<file path="config.mk">
export PLATFORM = sky130hd
export DESIGN_NAME = uart_rx_frame
export DESIGN_NICKNAME = d
export VERILOG_FILES = /design/src/rtl/uart_rx_frame.sv
export SDC_FILE = /design/constraint.sdc
export NUM_CORES = 1
export LEC_CHECK = 0
export BUFFER_PORTS_ARGS = -buffer_cell sky130_fd_sc_hd__clkbuf_2
export CAP_MARGIN = 0
export CORE_ASPECT_RATIO = 0.75
export CORE_UTILIZATION = 30
export DETAILED_ROUTE_END_ITERATION = 6
export GPL_ROUTABILITY_DRIVEN = 0
export SYNTH_ARGS = -nofsm -noshare
export SYNTH_HDL_FRONTEND = slang
export SYNTH_SLANG_ARGS = --single-unit
export TNS_END_PERCENT = 30
</file>
<file path="constraint.sdc">
create_clock -name clk -period 2.5 [get_ports clk]
set_input_delay 0 -clock clk [delete_from_list [all_inputs] [get_ports clk]]
set_output_delay 0 -clock clk [all_outputs]
set_load 0.03 [all_outputs]
</file>
<file path="src/rtl/uart_rx_frame.sv">
// uart_rx_frame: parametrised UART receiver with parity/stop checking and a valid/ready output
// Ports:
//   clk, rst    system clock, asynchronous active-high reset
//   uart_rx     serial line, idle high, asynchronous to clk
//   rx_data     received word, LSB first on the wire
//   rx_valid    rx_data and flags valid, held until rx_valid & rx_ready
//   rx_ready    consumer accepts the held word
//   parity_err  parity mismatch for the held word
//   frame_err   a stop bit was sampled low for the held word
//   overrun     sticky, a frame was dropped while a word was held
//   busy        receiver FSM not idle
module uart_rx_frame #(
    parameter int CLKS_PER_BIT = 234,
    parameter int DATA_BITS    = 8,
    parameter int PARITY_EN    = 0,
    parameter int PARITY_ODD   = 0,
    parameter int STOP_BITS    = 1
) (
    input  logic                 clk,
    input  logic                 rst,
    input  logic                 uart_rx,
    output logic [DATA_BITS-1:0] rx_data,
    output logic                 rx_valid,
    input  logic                 rx_ready,
    output logic                 parity_err,
    output logic                 frame_err,
    output logic                 overrun,
    output logic                 busy
);
    localparam int CW = $clog2(CLKS_PER_BIT);
    localparam int BW = $clog2(DATA_BITS + 1);
    localparam logic [CW-1:0] LAST = CW'(CLKS_PER_BIT - 1);
    localparam logic [CW-1:0] MID = CW'(CLKS_PER_BIT / 2 - 1);
    typedef enum logic [2:0] {IDLE, START, DATA, PARITY, STOP} state_t;
    state_t               state;
    logic                 rx_m, rx_s, armed, par_bad, stop_bad;
    logic [CW-1:0]        cnt;
    logic [BW-1:0]        bit_cnt;
    logic [DATA_BITS-1:0] shift;
    logic                 tick, fire, accept, frame_bad;
    assign tick      = cnt == LAST;
    // fire marks the cycle of the final stop sample; delivery lands on the following edge
    assign fire      = state == STOP && tick && bit_cnt == BW'(STOP_BITS - 1);
    assign accept    = rx_valid && rx_ready;
    assign frame_bad = stop_bad || !rx_s;
    assign busy      = state != IDLE;
    always_ff @(posedge clk or posedge rst) begin
        if (rst) begin
            rx_m       <= 1'b1;
            rx_s       <= 1'b1;
            armed      <= 1'b0;
            state      <= IDLE;
            cnt        <= '0;
            bit_cnt    <= '0;
            shift      <= '0;
            par_bad    <= 1'b0;
            stop_bad   <= 1'b0;
            rx_data    <= '0;
            rx_valid   <= 1'b0;
            parity_err <= 1'b0;
            frame_err  <= 1'b0;
            overrun    <= 1'b0;
        end else begin
            rx_m  <= uart_rx;
            rx_s  <= rx_m;
            // a framing error disarms the receiver so a break is not decoded as a stream of frames
            armed <= (fire && frame_bad) ? 1'b0 : (armed || rx_s);
            case (state)
                IDLE: begin
                    cnt      <= '0;
                    bit_cnt  <= '0;
                    par_bad  <= 1'b0;
                    stop_bad <= 1'b0;
                    if (armed && !rx_s) state <= START;
                end
                START: begin
                    cnt <= (cnt == MID) ? '0 : cnt + 1'b1;
                    if (cnt == MID) state <= rx_s ? IDLE : DATA;
                end
                DATA: begin
                    cnt <= tick ? '0 : cnt + 1'b1;
                    if (tick) begin
                        shift   <= {rx_s, shift[DATA_BITS-1:1]};
                        bit_cnt <= (bit_cnt == BW'(DATA_BITS - 1)) ? '0 : bit_cnt + 1'b1;
                        if (bit_cnt == BW'(DATA_BITS - 1)) state <= (PARITY_EN != 0) ? PARITY : STOP;
                    end
                end
                PARITY: begin
                    cnt <= tick ? '0 : cnt + 1'b1;
                    if (tick) begin
                        par_bad <= (^shift ^ rx_s) != (PARITY_ODD != 0);
                        state   <= STOP;
                    end
                end
                STOP: begin
                    cnt <= tick ? '0 : cnt + 1'b1;
                    if (tick) begin
                        stop_bad <= frame_bad;
                        bit_cnt  <= bit_cnt + 1'b1;
                        if (fire) state <= IDLE;
                    end
                end
                default: state <= IDLE;
            endcase
            // a word accepted on the delivery cycle frees the slot for the new one
            if (fire && (!rx_valid || accept)) begin
                rx_data    <= shift;
                parity_err <= par_bad;
                frame_err  <= frame_bad;
                rx_valid   <= 1'b1;
            end else if (accept) begin
                rx_valid <= 1'b0;
            end
            overrun <= accept ? 1'b0 : ((fire && rx_valid) ? 1'b1 : overrun);
        end
    end
endmodule

</file>
* After elaboration in Yosys (flattened, before gate mapping)
Cells that the tools add are included.
Operators by class: bitwise gates (word level) 1, eq/ne operators 14, reduce and logical (&&, ||, !) cells 28, muxes and demuxes 25, add/subtract/negate cells 2
Operators by type and width (number):
- case mux 8 bit (3 select lines) | 1
- 2-to-1 mux 3 bit | 7
- 2-to-1 mux 8 bit | 2
- case mux 3 bit (5 select lines) | 1
- inequality test 2 bit (second input constant) | 7
- 2-to-1 mux 4 bit | 3
- case mux 4 bit (3 select lines) | 1
- nonzero test 3 bit | 3
- adder 8 x 1 -> 8 bit (second input constant) | 1
- == test 8 x 7 -> 1 bit (second input constant) | 1
- == test 8 bit (second input constant) | 1
- nonzero test 2 bit | 4
- XOR reduction 8 bit | 1
- logical AND 1 bit | 7
- 2-to-1 mux 1 bit | 7
- AND reduction 7 bit | 1
- == test 3 x 2 -> 1 bit (second input constant) | 2
- AND reduction 2 bit | 3
- adder 4 x 1 -> 4 bit (second input constant) | 1
- == test 4 x 3 -> 1 bit (second input constant) | 1
- logical NOT 4 bit | 1
- case mux 1 bit (2 select lines) | 2
- == test 3 x 1 -> 1 bit (second input constant) | 1
- == test 3 bit (second input constant) | 1
- other kinds (7) | 10
Storage, ports and cells: word-level logic and storage cells 84, output and inout port bits 13, input port bits 4, flip-flop bits (word level) 40

* Logic depth before layout (Yosys ltp)
depth in word-level cells 6, gate-level depth with buffers 9

* Least setup slack after synthesis
OpenSTA, ideal clock, no wires.
kind reg-to-reg, from reg cnt[1], to reg state[0], buffers on the path 1, clock period less this slack 1818 ps, arrival 1691 ps, required time 2372 ps, slack 682 ps, cell stages (with the launch flop) 9, cell sequence dfrtp_1 > inv_1 > ha_1 > and4bb_1 > and3_1 > buf_6 > o22a_1 > nand3_1 > mux2_1
On the way: longest elaborated chain between the ends 5, elaborated cells between the ends (all ways) 10
RTL lines:
- start: declaration | line 37 | logic [CW-1:0] cnt;
- start signal: assignment | line 77 | cnt <= (cnt == MID) ? '0 : cnt + 1'b1;
- start signal: assignment | line 81 | cnt <= tick ? '0 : cnt + 1'b1;
- start signal: assignment | line 89 | cnt <= tick ? '0 : cnt + 1'b1;
- == test 8 bit | line 41 | assign tick = cnt == LAST;
- logical AND 1 bit (2 in series) | line 43 | assign fire = state == STOP && tick && bit_cnt == BW'(STOP_BITS - 1);
- inequality test 2 bit (no source line)
- AND reduction 7 bit (no source line) (*)
- end signal: assignment | line 78 | if (cnt == MID) state <= rx_s ? IDLE : DATA;
- end signal: assignment | line 85 | if (bit_cnt == BW'(DATA_BITS - 1)) state <= (PARITY_EN != 0) ? PARITY : STOP;
- end: declaration | line 35 | state_t state;
Mark *: on every way between the ends. The rest lies on a longest branch, timed or not. A chain may end at the register's enable or synchronous reset.

* Worst setup path in the final report
from reg cnt[1], to reg shift[3]
On the way: longest elaborated chain between the ends 2
RTL lines:
- == test 8 bit | line 41
- AND reduction 2 bit (no source line)
- end signal: assignment | line 83 | shift <= {rx_s, shift[DATA_BITS-1:1]};
- end: declaration | line 39 | logic [DATA_BITS-1:0] shift;
Every way passes these cells.

==> impl_metrics.json <==
{
  "yosysTopAreaCell": "dfrtp_1",
  "grt_max_degree": 18,
  "instances_no_fill": 283,
  "synth_area_um2": 1960,
  "min_period_over_period_pct": 81.7,
  "ir_drop_v": 0.000625,
  "ys_ff_latch": 40,
  "grtUsageMet3_pct": 3.46,
  "drive_above_1_share_pct": 23.8,
  "fmax_mhz": 490,
  "hold_path_class": "in -> async",
  "p_sw_uw": 546,
  "use_met2_pct": 14.5,
  "skew_ns": 0.00679,
  "power.density_nw_per_um2": 749,
  "synth_top_family_by_area": "simple AND/OR/NAND/NOR gates",
  "insertion_delay_ns": 0.29,
  "p_clk_share_pct": 30.8,
  "yosysWarningCount": 0,
  "yosys.cell_count.top_type": "dfrtp_1",
  "syn_to_final_growth_pct": 15.6,
  "fin_nets": 210,
  "die_w_um": 95.4,
  "critPathLaunch": "cnt[1]",
  "final_area_um2": 2270,
  "numCtsBuffers": 5,
  "tns_ns": 0,
  "reg2reg_depth": 6,
  "slew_viol_final": 0,
  "critPathKind": "reg -> reg",
  "r2r-end": "shift[3]",
  "viasPerCell": 4.74,
  "drt_pass1_iterations": 4,
  "yosysUniqueCellTypes": 43,
  "start_kind": "flop",
  "drt_drc_violations_left": 0,
  "cp.required_ns": 2.68,
  "routed-via-count": 1341,
  "worst_pin_slew_ns": 0.494,
  "reg2reg_setup_slack_ns": 0.46,
  "synth_compound_area_share_pct": 10.4,
  "grt_usage_pct": 11.8,
  "antennaDiodeCount": 0,
  "synthTopCellsByArea": "dfrtp_1 48%, mux2_2 9.8%, ha_1 3.2%",
  "synth-adder-area-share_pct": 3.19,
  "synthSimpleGateAreaFrac_pct": 14.8,
  "clkTransAtPathRegs_ns": 0.08,
  "port_buffers": 16,
  "crit_fanout": 10,
  "met1_usage_pct": 18.9,
  "p_seq_share_pct": 46.1,
  "synth_top_area_share_pct": 48.4,
  "coreArea_um2": 6320,
  "ios": 17,
  "ctsHtreeMaxLevel": 2,
  "die_h_um": 72.1,
  "ys_seq_area_share_pct": 51.1,
  "hpwl_um": 2610,
  "end_kind": "flop",
  "rows": 25,
  "routedWlPerCell_um": 12.9,
  "cts_tree": "built",
  "reg2reg_from": "cnt[1]",
  "synthCells": 177,
  "combPwrFrac_pct": 23.1,
  "synth_commonest_cells": "38 x dfrtp_1, 17 x mux2_2, 13 x nand2_1",
  "final_antenna_net_count": 0,
  "drt-total-wl_um": 3660,
  "clk_path_buf_depth": 2,
  "arrival_ns": 2.22,
  "cts.sinks": 40,
  "async_flop_share_pct": 100,
  "rsz0062_at_grt": "false",
  "cts-root-buf": "clkbuf_8",
  "dieArea_um2": 6870,
  "busiest_layer": "met1",
  "swShare_pct": 32.2,
  "place_inst": 272,
  "grt.overflow.total": 0,
  "worst_slew_margin_rel_pct": 66.7,
  "muxShareOfSynthArea_pct": 11.4,
  "hold_viol_final": 0,
  "first_iter_violations": 36,
  "cap_violations": 0,
  "start_util_pct": 31.1,
  "synth_edf_count": 0,
  "p_int_uw": 1150,
  "grt_pass1_wl_um": 6120,
  "power_leakage_uw": 0.00109,
  "antenna_found_initial": 0,
  "synthesis.nets": 186,
  "period_needed_ns": 2.04,
  "outcome": "finished, final reports clean",
  "dpl_cell_area_um2": 2130,
  "synthFlopType": "dfrtp_1",
  "grt_pass1_vias": 1260,
  "synthXorXnorAreaFrac_pct": 5.16,
  "setup_viol": 0,
  "syn_area_per_cell_um2": 11.1
}
==> placed cells by master (no fill, tap or decap), types with 3 or more instances in the layout <==
master and count:
nor3b_1 4, xnor2_1 5, o21ai_0 8, buf_4 4, inv_1 9, dfrtp_1 38, nand3_1 7, xor2_1 4
nor2b_1 3, dlygate4sd3_1 3, a21o_1 4, nor2_1 10, nand4_1 3, mux2_2 17, ha_1 5, nand2_1 13
clkbuf_2 16, clkbuf_8 5, o21ai_1 4, a21oi_1 8
==> final cells by class <==
class                      instances  area (µm²)
multi-input combinational        122         882
inverter                           9        33.8
fill                             644        4050
clock buffer                       6        72.6
timing repair buffer              23         140
sequential                        40        1000
tap                               81         101
clock inverter                     2        35.0
==> what timing repair did <==
action / CTS / global route
gates resized for setup: 0 / 0
endpoints found under the hold margin: 40 / 0
hold buffers: 3 / 0
setup buffers: 0 / 0
==> layer usage <==
metal / wire length, µm / vias up
met5: 0 / -
li1: - / 667
met3: 143 / 2
met2: 1450 / 26
met1: 2050 / 646
met4: 21 / 0
==> worst max-delay path by stage <==
stage / end / slack (ns) / cells after the start
finish: shift[3] / 0.46 / 6
global route: shift[1] / 0.29 / 6
CTS: shift[3] / 0.45 / 6
detailed placement: shift[3] / 0.46 / 6
global placement: shift[3] / 0.46 / 6
floorplan: state[0] / 0.68 / 8
==> power groups by stage <==
stage / Clock [µW] / Sequential (µW) / Combinational, µW
2_1_floorplan: 0 / 753 / 338
6_report: 523 / 783 / 393
4_1_cts: 539 / 782 / 393
3_3_place_gp: 0 / 793 / 377
3_5_place_dp: 0 / 795 / 384
5_1_grt: 562 / 797 / 439
==> kinds of logic after synthesis <==
logic type	count (synthesis)
AO/OA/AOI/OAI	33
XOR/XNOR	10
adder cells (fa/ha/maj)	5
buffers and inverters	15
flip-flops	40
multiplexers	20
AND/OR/NAND/NOR	54
==> worst max-delay path, cell delays in order (launching register included) <==
cell and delay (ns):
dfrtp_1 0.42, inv_1 0.11, ha_1 0.14, and4bb_1 0.20
and3_1 0.39, nand2_1 0.32, mux2_2 0.36
==> flip-flops by register name (all words and copies together) (netlist names), 3 cells and up <==
signal	flops
bit_cnt	4
cnt	8
rx_data	8
shift	8
state	3
==> per-stage QoR <==
step,total power [µW],utilization (%),setup WS (ns),hold slack [ns]
2_1_floorplan,1090,-,0.682,0.00448
3_3_place_gp,1170,33.7,0.462,-0.0543
3_5_place_dp,1180,33.7,0.460,-0.0526
4_1_cts,1710,35.9,0.446,0.184
5_1_grt,1800,35.9,0.293,0.247
6_report,1700,35.9,0.458,0.218
Power figures use the tool's default switching activity.
